==> config.mk <==
export PLATFORM = sky130hd
export DESIGN_NAME = i2c_gpio_port
export DESIGN_NICKNAME = d
export VERILOG_FILES = /design/src/rtl/i2c_bus_pkg.sv /design/src/rtl/i2c_slave_core.sv /design/src/rtl/i2c_gpio_port.sv
export SDC_FILE = /design/constraint.sdc
export NUM_CORES = 1
export LEC_CHECK = 0
export BUFFER_PORTS_ARGS = -buffer_cell sky130_fd_sc_hd__buf_2
export CAP_MARGIN = 20
export CORE_MARGIN = 2
export CORE_UTILIZATION = 45
export DETAILED_ROUTE_END_ITERATION = 7
export HOLD_SLACK_MARGIN = 0.02
export PLACE_DENSITY = 0.77
export SLEW_MARGIN = 20
export SYNTH_ARGS = -nofsm -noshare
export SYNTH_HDL_FRONTEND = slang
export SYNTH_SLANG_ARGS = --single-unit
==> constraint.sdc <==
create_clock -name clk -period 2.7 [get_ports clk]
set_clock_uncertainty 0.2 [all_clocks]
set_input_delay 0.27 -clock clk [delete_from_list [all_inputs] [get_ports clk]]
set_output_delay 0.27 -clock clk [all_outputs]
set_load 0.05 [all_outputs]
==> src/rtl/i2c_bus_pkg.sv <==
// Shared i2c_frontend bus bundle layout and slave FSM state type.
// Used by i2c_frontend, pwm_i2c and i2c_gpio_port.
package i2c_bus_pkg;

   localparam int unsigned RX_W = 20;
   localparam int unsigned TX_W = 2;

   localparam int unsigned RX_BYTE_LSB    = 0;
   localparam int unsigned RX_BYTE_MSB    = 7;
   localparam int unsigned RX_BYTE_STROBE = 8;
   localparam int unsigned RX_ADDR_PHASE  = 9;
   localparam int unsigned RX_START       = 10;
   localparam int unsigned RX_STOP        = 11;
   localparam int unsigned RX_RW          = 12;
   localparam int unsigned RX_BIT_IDX_LSB = 13;
   localparam int unsigned RX_ACK_SLOT    = 16;
   localparam int unsigned RX_READ_SLOT   = 17;
   localparam int unsigned RX_PAD_LSB     = 18;
   localparam int unsigned RX_PAD_MSB     = 19;

   localparam int unsigned TX_ACK      = 0;
   localparam int unsigned TX_DATA_LOW = 1;

   typedef enum logic [1:0] {
      ST_IDLE,
      ST_POINTER,
      ST_WRITE,
      ST_READ
   } slave_state_t;

endpackage

==> src/rtl/i2c_slave_core.sv <==
// Generic register-pointer I2C slave: address match, transfer FSM,
// ACK / read-bit driving and register write strobes.
module i2c_slave_core
   import i2c_bus_pkg::*;
#(
   parameter logic [6:0] I2C_ADDR = 7'h22
) (
   input  logic            clk,
   input  logic            reset,
   input  logic [RX_W-1:0] i2c_interface_rx,
   input  logic [7:0]      rd_data,
   output logic [TX_W-1:0] i2c_interface_tx,
   output logic [1:0]      ptr,
   output logic            wr_en,
   output logic [7:0]      wr_data
);

   slave_state_t state_q, state_d;
   logic       sel_q, sel_d;
   logic       addr_ack_q, addr_ack_d;
   logic       ack_q;
   logic [1:0] ptr_q, ptr_d;
   logic [7:0] shift_q, shift_d;
   logic       load;

   logic [7:0] rx_byte;
   logic       strobe, addr_phase, start, stop, ack_slot, read_slot;
   logic [2:0] bit_idx;
   logic       addr_hit, ack_fall;
   logic       rx_unused;

   assign rx_byte    = i2c_interface_rx[RX_BYTE_MSB:RX_BYTE_LSB];
   assign strobe     = i2c_interface_rx[RX_BYTE_STROBE];
   assign addr_phase = i2c_interface_rx[RX_ADDR_PHASE];
   assign start      = i2c_interface_rx[RX_START];
   assign stop       = i2c_interface_rx[RX_STOP];
   assign bit_idx    = i2c_interface_rx[RX_BIT_IDX_LSB +: 3];
   assign ack_slot   = i2c_interface_rx[RX_ACK_SLOT];
   assign read_slot  = i2c_interface_rx[RX_READ_SLOT];
   assign rx_unused  = &{1'b0, i2c_interface_rx[RX_RW],
                         i2c_interface_rx[RX_PAD_MSB:RX_PAD_LSB]};

   assign addr_hit = strobe && addr_phase && (rx_byte[7:1] == I2C_ADDR);
   assign ack_fall = ack_q && !ack_slot;

   assign ptr     = ptr_q;
   assign wr_data = rx_byte;

   always_comb begin
      state_d    = state_q;
      sel_d      = sel_q;
      addr_ack_d = addr_ack_q;
      ptr_d      = ptr_q;
      shift_d    = shift_q;
      wr_en      = 1'b0;
      load       = 1'b0;

      if (start || stop) begin
         state_d    = ST_IDLE;
         sel_d      = 1'b0;
         addr_ack_d = 1'b0;
      end else begin
         if (ack_fall)
            addr_ack_d = 1'b0;
         case (state_q)
            ST_IDLE: begin
               if (addr_hit) begin
                  sel_d      = 1'b1;
                  addr_ack_d = 1'b1;
                  if (rx_byte[0]) begin
                     state_d = ST_READ;
                     load    = 1'b1;
                  end else begin
                     state_d = ST_POINTER;
                  end
               end
            end
            ST_POINTER: begin
               if (strobe) begin
                  ptr_d   = rx_byte[1:0];
                  state_d = ST_WRITE;
               end
            end
            ST_WRITE: begin
               if (strobe) begin
                  wr_en = 1'b1;
                  ptr_d = ptr_q + 2'd1;
               end
            end
            ST_READ: begin
               // The address byte's own ack slot must not trigger a reload.
               if (ack_fall && !addr_ack_q)
                  load = 1'b1;
            end
            default: state_d = ST_IDLE;
         endcase
      end

      if (load) begin
         shift_d = rd_data;
         ptr_d   = ptr_q + 2'd1;
      end

      i2c_interface_tx = '0;
      i2c_interface_tx[TX_ACK] = sel_q && ack_slot &&
         (state_q == ST_POINTER || state_q == ST_WRITE || addr_ack_q);
      i2c_interface_tx[TX_DATA_LOW] = sel_q && read_slot &&
         (state_q == ST_READ) && !shift_q[bit_idx];
   end

   always_ff @(posedge clk) begin
      if (!reset) begin
         state_q    <= ST_IDLE;
         sel_q      <= 1'b0;
         addr_ack_q <= 1'b0;
         ack_q      <= 1'b0;
         ptr_q      <= '0;
         shift_q    <= '0;
      end else begin
         state_q    <= state_d;
         sel_q      <= sel_d;
         addr_ack_q <= addr_ack_d;
         ack_q      <= ack_slot;
         ptr_q      <= ptr_d;
         shift_q    <= shift_d;
      end
   end

endmodule

==> src/rtl/i2c_gpio_port.sv <==
// I2C-addressable 8-bit GPIO: OUT / DIR / IN / ID registers behind the
// shared slave core, with a 2-FF input synchronizer.
module i2c_gpio_port
   import i2c_bus_pkg::*;
#(
   parameter logic [6:0] I2C_ADDR = 7'h22,
   parameter logic [7:0] ID_VALUE = 8'hA5
) (
   input  logic            clk,
   input  logic            reset,
   input  logic [RX_W-1:0] i2c_interface_rx,
   output logic [TX_W-1:0] i2c_interface_tx,
   output logic [7:0]      gpio_out,
   output logic [7:0]      gpio_oe,
   input  logic [7:0]      gpio_in
);

   logic [7:0] out_q, dir_q, sync1_q, sync2_q;
   logic [7:0] rd_data, wr_data;
   logic [1:0] ptr;
   logic       wr_en;
   logic [TX_W-1:0] core_tx;

   i2c_slave_core #(
      .I2C_ADDR(I2C_ADDR)
   ) u_core (
      .clk              (clk),
      .reset            (reset),
      .i2c_interface_rx (i2c_interface_rx),
      .rd_data          (rd_data),
      .i2c_interface_tx (core_tx),
      .ptr              (ptr),
      .wr_en            (wr_en),
      .wr_data          (wr_data)
   );

   // Other slaves on this frontend would be ORed in here.
   assign i2c_interface_tx = core_tx;

   always_comb begin
      rd_data = '0;
      case (ptr)
         2'd0:    rd_data = out_q;
         2'd1:    rd_data = dir_q;
         2'd2:    rd_data = sync2_q;
         default: rd_data = ID_VALUE;
      endcase
   end

   always_ff @(posedge clk) begin
      if (!reset) begin
         out_q   <= '0;
         dir_q   <= '0;
         sync1_q <= '0;
         sync2_q <= '0;
      end else begin
         sync1_q <= gpio_in;
         sync2_q <= sync1_q;
         if (wr_en) begin
            case (ptr)
               2'd0:    out_q <= wr_data;
               2'd1:    dir_q <= wr_data;
               default: ;
            endcase
         end
      end
   end

   assign gpio_out = out_q;
   assign gpio_oe  = dir_q;

endmodule

# Yosys cells after proc, flatten, opt, wreduce, memory -nomap -nowiden

Cells that the tools add are included.

Add/sub/neg operators: 1
$mul: 0
Div/mod/pow operators: 0
Order comparisons: 1
Equal/unequal tests: 11
Shifts and indexed selects: 0
Multiplexer cells: 23
Bitwise logic cells: 1
Reductions and logical operators: 25

Operators with widths:

| cell                                                        | count |
|---|---|
| case mux 8 bit (3 select lines)                             | 1 |
| 2-to-1 mux 2 bit                                            | 7 |
| 2-to-1 mux 1 bit                                            | 11 |
| logical AND 1 bit                                           | 9 |
| case mux 2 bit (2 select lines)                             | 2 |
| equality test 7 x 6 -> 1 bit (second input constant)        | 1 |
| equality test 2 bit (second input constant)                 | 3 |
| != test 3 x 2 -> 1 bit (second input constant)              | 2 |
| AND reduction 2 bit                                         | 3 |
| equality test 2 x 1 -> 1 bit (second input constant)        | 2 |
| logical NOT 2 bit                                           | 2 |
| less-than comparator 3 x 4 -> 1 bit (second input constant) | 1 |
| != test 2 x 1 -> 1 bit (second input constant)              | 2 |
| AND reduction 4 bit                                         | 1 |
| binary-select mux 1 bit (select 3 bit)                      | 1 |
| logical NOT 1 bit                                           | 3 |
| logical OR 1 bit                                            | 3 |
| AND reduction 3 bit                                         | 1 |
| nonzero test 3 bit                                          | 1 |
| adder 2 x 1 -> 2 bit (second input constant)                | 1 |
| != test 2 bit (second input constant)                       | 1 |
| case mux 1 bit (2 select lines)                             | 1 |
| nonzero test 2 bit                                          | 1 |
| OR reduction 2 bit                                          | 1 |
| inverter 1 bit                                              | 1 |

Register bits: 47
Latch bits: 0
RAM bits: 0
Memory bits (read-only): 0
Output and inout bits: 18
Logic and storage cells: 72
Memories kept: 0

# Longest topological paths before layout

Word-level depth: 8
Mapped depth: 7

# Modules after synthesis

From an unflattened synthesis, not the netlist that was laid out.

Cell total of the unflattened synthesis: 210
Area total of the unflattened synthesis: 2,145.8 um^2

Modules (own cells, without submodules):

| module         | instances | cells each | area each (um^2) |
|---|---|---|---|
| i2c_gpio_port  | 1         | 116        | 1,227.4 |
| i2c_slave_core | 1         | 94         | 918.4 |

# Least setup slack after synthesis

Ideal clock, no wire load.

Path type: register -> register
Start point: reg u_core.state_q[0]
End point: reg u_core.ptr_q[1], in the netlist u_core.ptr[1]
Library setup time: 0.119 ns
Arrival time: 1.777 ns
Data required time: 2.381 ns
Slack: 0.604 ns
Cell stages (with the launch flop): 8
Path buffers: 1
Cell sequence: dfxtp_1 -> inv_1 -> ha_1 -> nor4b_1 -> and4_1 -> buf_6 -> a211oi_1 -> o221a_2

Word-level cells in the longest chain between the ends: 5

Ends and longest elaborated chain:

| item                                                           | RTL line              | source |
|---|---|---|
| start: declaration                                             | i2c_slave_core.sv:18  | `slave_state_t state_q, state_d;` |
| start signal: assignment                                       | i2c_slave_core.sv:120 | `state_q <= state_d;` |
| equality test 2 bit or logical NOT 2 bit (tied branches)       | i2c_slave_core.sv:65  | `case (state_q)` |
| case mux 1 bit (2 select lines)                                | i2c_slave_core.sv:65  |  |
| 2-to-1 mux 1 bit                                               | i2c_slave_core.sv:58  | `if (start \|\| stop) begin` |
| != test 3 x 2 -> 1 bit (no line), or another cell as far along | n/a                   |  |
| AND reduction 4 bit (no line)                                  | n/a                   |  |
| end signal: assignment                                         | i2c_slave_core.sv:124 | `ptr_q <= ptr_d;` |
| end: declaration                                               | i2c_slave_core.sv:22  | `logic [1:0] ptr_q, ptr_d;` |

Parallel ways exist; a longest one is shown, timed or not. The select of a mux whose other input is x is not followed.
A chain may end at the register's enable or synchronous reset.

# Final worst setup path

Same ends and word-level chain as after synthesis.

==> metrics <==
P&R area growth vs syn=20.0%; R2R cell count=6; Mapped Area=2020 um^2; asr flop ratio synth=0%; via count=1628; worst hold path depth=3; Yosys warning count=0; Final Wtd Congestion=0.827; DRC=0; HP Start=i2c_interface_rx[2]; hold path endpoint=gpio_oe[2]$_SDFFE_PN0P_; Clock Tree Root=clkbuf_8; sequential area share after synthesis=46.5%; Initial Utilization=46.5%; WL per Instance=14.6 um; core box area=4350 um^2; H-tree level count=2; final core utilization=55.8%; detailed placer's ending HPWL=3220 um; Peak Freq=416 MHz; global-route wire length before repair=7400 um; TritonCTS clock tree=yes; Avg Synthesized Cell Area=10.1 um^2; post-route ant nets=0; Die ar.=5050 um^2; flop-to-flop setup slack=0.30 ns; critical path class=reg2reg; endpoints failing setup=0; library cells used by synthesis=39; gr usage total=18.7%; largest net degree at the start of global routing=26; status=finished clean; DRT iter0 DRCs=64; Min Hold Slack=0.0459 ns; largest fanout on the critical path=10; Post-synth EDFFs=0; Placement Cell Area=2260 um^2; Synth Register Bits=47; crit end category=register; setup TNS=0 ns; vias in the first global route=1609; Hold Vio Cnt, Final=0; Ant. Diodes=0; most frequent cells in the layout=47 x dfxtp_1, 44 x buf_2, 28 x nor2_1; Clock Latency Late Sink=0.29 ns; Rows=24; nets=288; syn nets=238; CP required=2.69 ns; class of the worst hold path=in2reg; peak supply drop=346 uV; initial antenna violation count=0; CTS buffer count=5; Post-Route WL=4390 um; Vias/cell=5.41; Post-Syn Instances=200; post-CTS setup buffer count=0; period utilization=89.1%; r2r endpoint=u_core.ptr[1]$_SDFFE_PN0P_; crit path DAT=2.40 ns; commonest non-fill, non-tap cell in the layout=dfxtp_1; slew margin rel.=48.8%; Finished Cell Area=2430 um^2; CTS Buffer Depth=2; maxcap violations=0; clock sink count=47; Setup crit start kind=register; ys flop type=dfxtp_1; Die Wd=71.1 um; Final Max Tran Viols=0; 1st-pass router iterations=4; Tmin final=2.40 ns; Port Buffers=44; Vert. Die Dim=71.1 um; io pins=48; layout cells sized above 1=24.1%; worst-margin pin slew=0.767 ns; Worst R2R Start=u_core.state_q[0]$_SDFFE_PP0P_; total congestion overflow=0; Leakage=1.15 nW; Clock Pin Slew Worst Setup and Hold Paths=0.08 ns; Power Density=477 nW/um^2; RSZ-0062 raised after global routing=false
[routing by layer]
| metal | vias up | global-route usage, % | part of all wire [%] |
|---|---|---|---|
| li1 | 816 | - | - |
| met1 | 749 | 23.5 | 46 |
| met2 | 53 | 30.3 | 47 |
| met3 | 10 | 5.70 | 5.6 |
| met4 | 0 | 7.34 | 2.0 |
| met5 | - | 0 | 0 |
[where the power goes]
part           switching (mW)  internal [mW]  total, mW
sequential            0.00265          0.704      0.707
clock                   0.213          0.172      0.385
combinational          0.0323         0.0348     0.0670
total                   0.248          0.911       1.16
[layout make-up]
type / instances / area (um^2)
tap: 52 / 65.1
clock inverter: 1 / 7.51
inverter: 7 / 26.3
timing repair buffer: 53 / 310
clock buffer: 5 / 68.8
sequential: 47 / 941
fill: 379 / 1920
multi-input combinational: 136 / 1010
[logic make-up (layout without fill, tap and decap cells)]
group | after synthesis | in the layout | synth area share [%]
multiplexers | 20 | 20 | 11.1
AO/OA/AOI/OAI | 35 | 35 | 12.7
AND/OR/NAND/NOR | 73 | 73 | 21.1
adder cells (fa/ha/maj) | 8 | 8 | 4.94
buffers and inverters | 17 | 66 | 3.58
flip-flops | 47 | 47 | 46.5
[worst max-delay path: stages, from the launching register on]
cell and delay [ns]:
dfxtp_1 0.39, inv_1 0.11, ha_1 0.37, nor4b_1 0.41, and4_1 0.43, a211oi_1 0.12, o221a_2 0.28
[per-stage QoR]
stage          power [mW]  std cells  setup WS (ns)
2_1_floorplan       0.748        200          0.604
4_1_cts              1.18        301          0.295
6_report             1.16        301          0.295
3_3_place_gp        0.780        286          0.389
3_5_place_dp        0.781        286          0.328
5_1_grt              1.21        301          0.151
[worst max path at each step]
stage / startpoint / endpoint / slack (ns) / cells after the start
floorplan: u_core.state_q[0]$_SDFFE_PP0P_ / u_core.ptr[1]$_SDFFE_PN0P_ / 0.60 / 7
global placement: u_core.state_q[0]$_SDFFE_PP0P_ / u_core.ptr[1]$_SDFFE_PN0P_ / 0.39 / 6
detailed placement: u_core.state_q[0]$_SDFFE_PP0P_ / u_core.ptr[1]$_SDFFE_PN0P_ / 0.33 / 6
CTS: u_core.state_q[0]$_SDFFE_PP0P_ / u_core.ptr[1]$_SDFFE_PN0P_ / 0.30 / 6
global route: u_core.state_q[0]$_SDFFE_PP0P_ / u_core.ptr[1]$_SDFFE_PN0P_ / 0.15 / 6
finish: u_core.state_q[0]$_SDFFE_PP0P_ / u_core.ptr[1]$_SDFFE_PN0P_ / 0.30 / 6
[what timing repair did]
| item | in CTS | in global routing |
|---|---|---|
| gates resized for setup | 0 | 0 |
| hold buffers | 9 | 0 |
| endpoints found under the hold margin | 9 | 0 |
[synthesized netlist by cell type, types with 4 or more instances]
master | number | area share (%)
inv_1 | 7 | 1.3
clkbuf_1 | 7 | 1.3
nor3_1 | 4 | 0.99
a222oi_1 | 4 | 2.0
ha_1 | 8 | 4.9
o21ai_0 | 5 | 1.2
nor2_1 | 28 | 5.2
nand3_1 | 5 | 1.2
and2_1 | 17 | 5.3
a22oi_1 | 4 | 1.5
nand2_1 | 4 | 0.74
a311oi_1 | 4 | 1.7
mux2i_1 | 18 | 8.9
a21oi_1 | 10 | 2.5
dfxtp_1 | 47 | 46
[flip-flops by register name, indices dropped and copies added (netlist names), 2 cells and up]
name	cells
gpio_out	8
sync1_q	8
sync2_q	8
u_core.state_q	2
u_core.ptr	2
u_core.shift_q	8
gpio_oe	8
(Power assumes the default switching activity.)
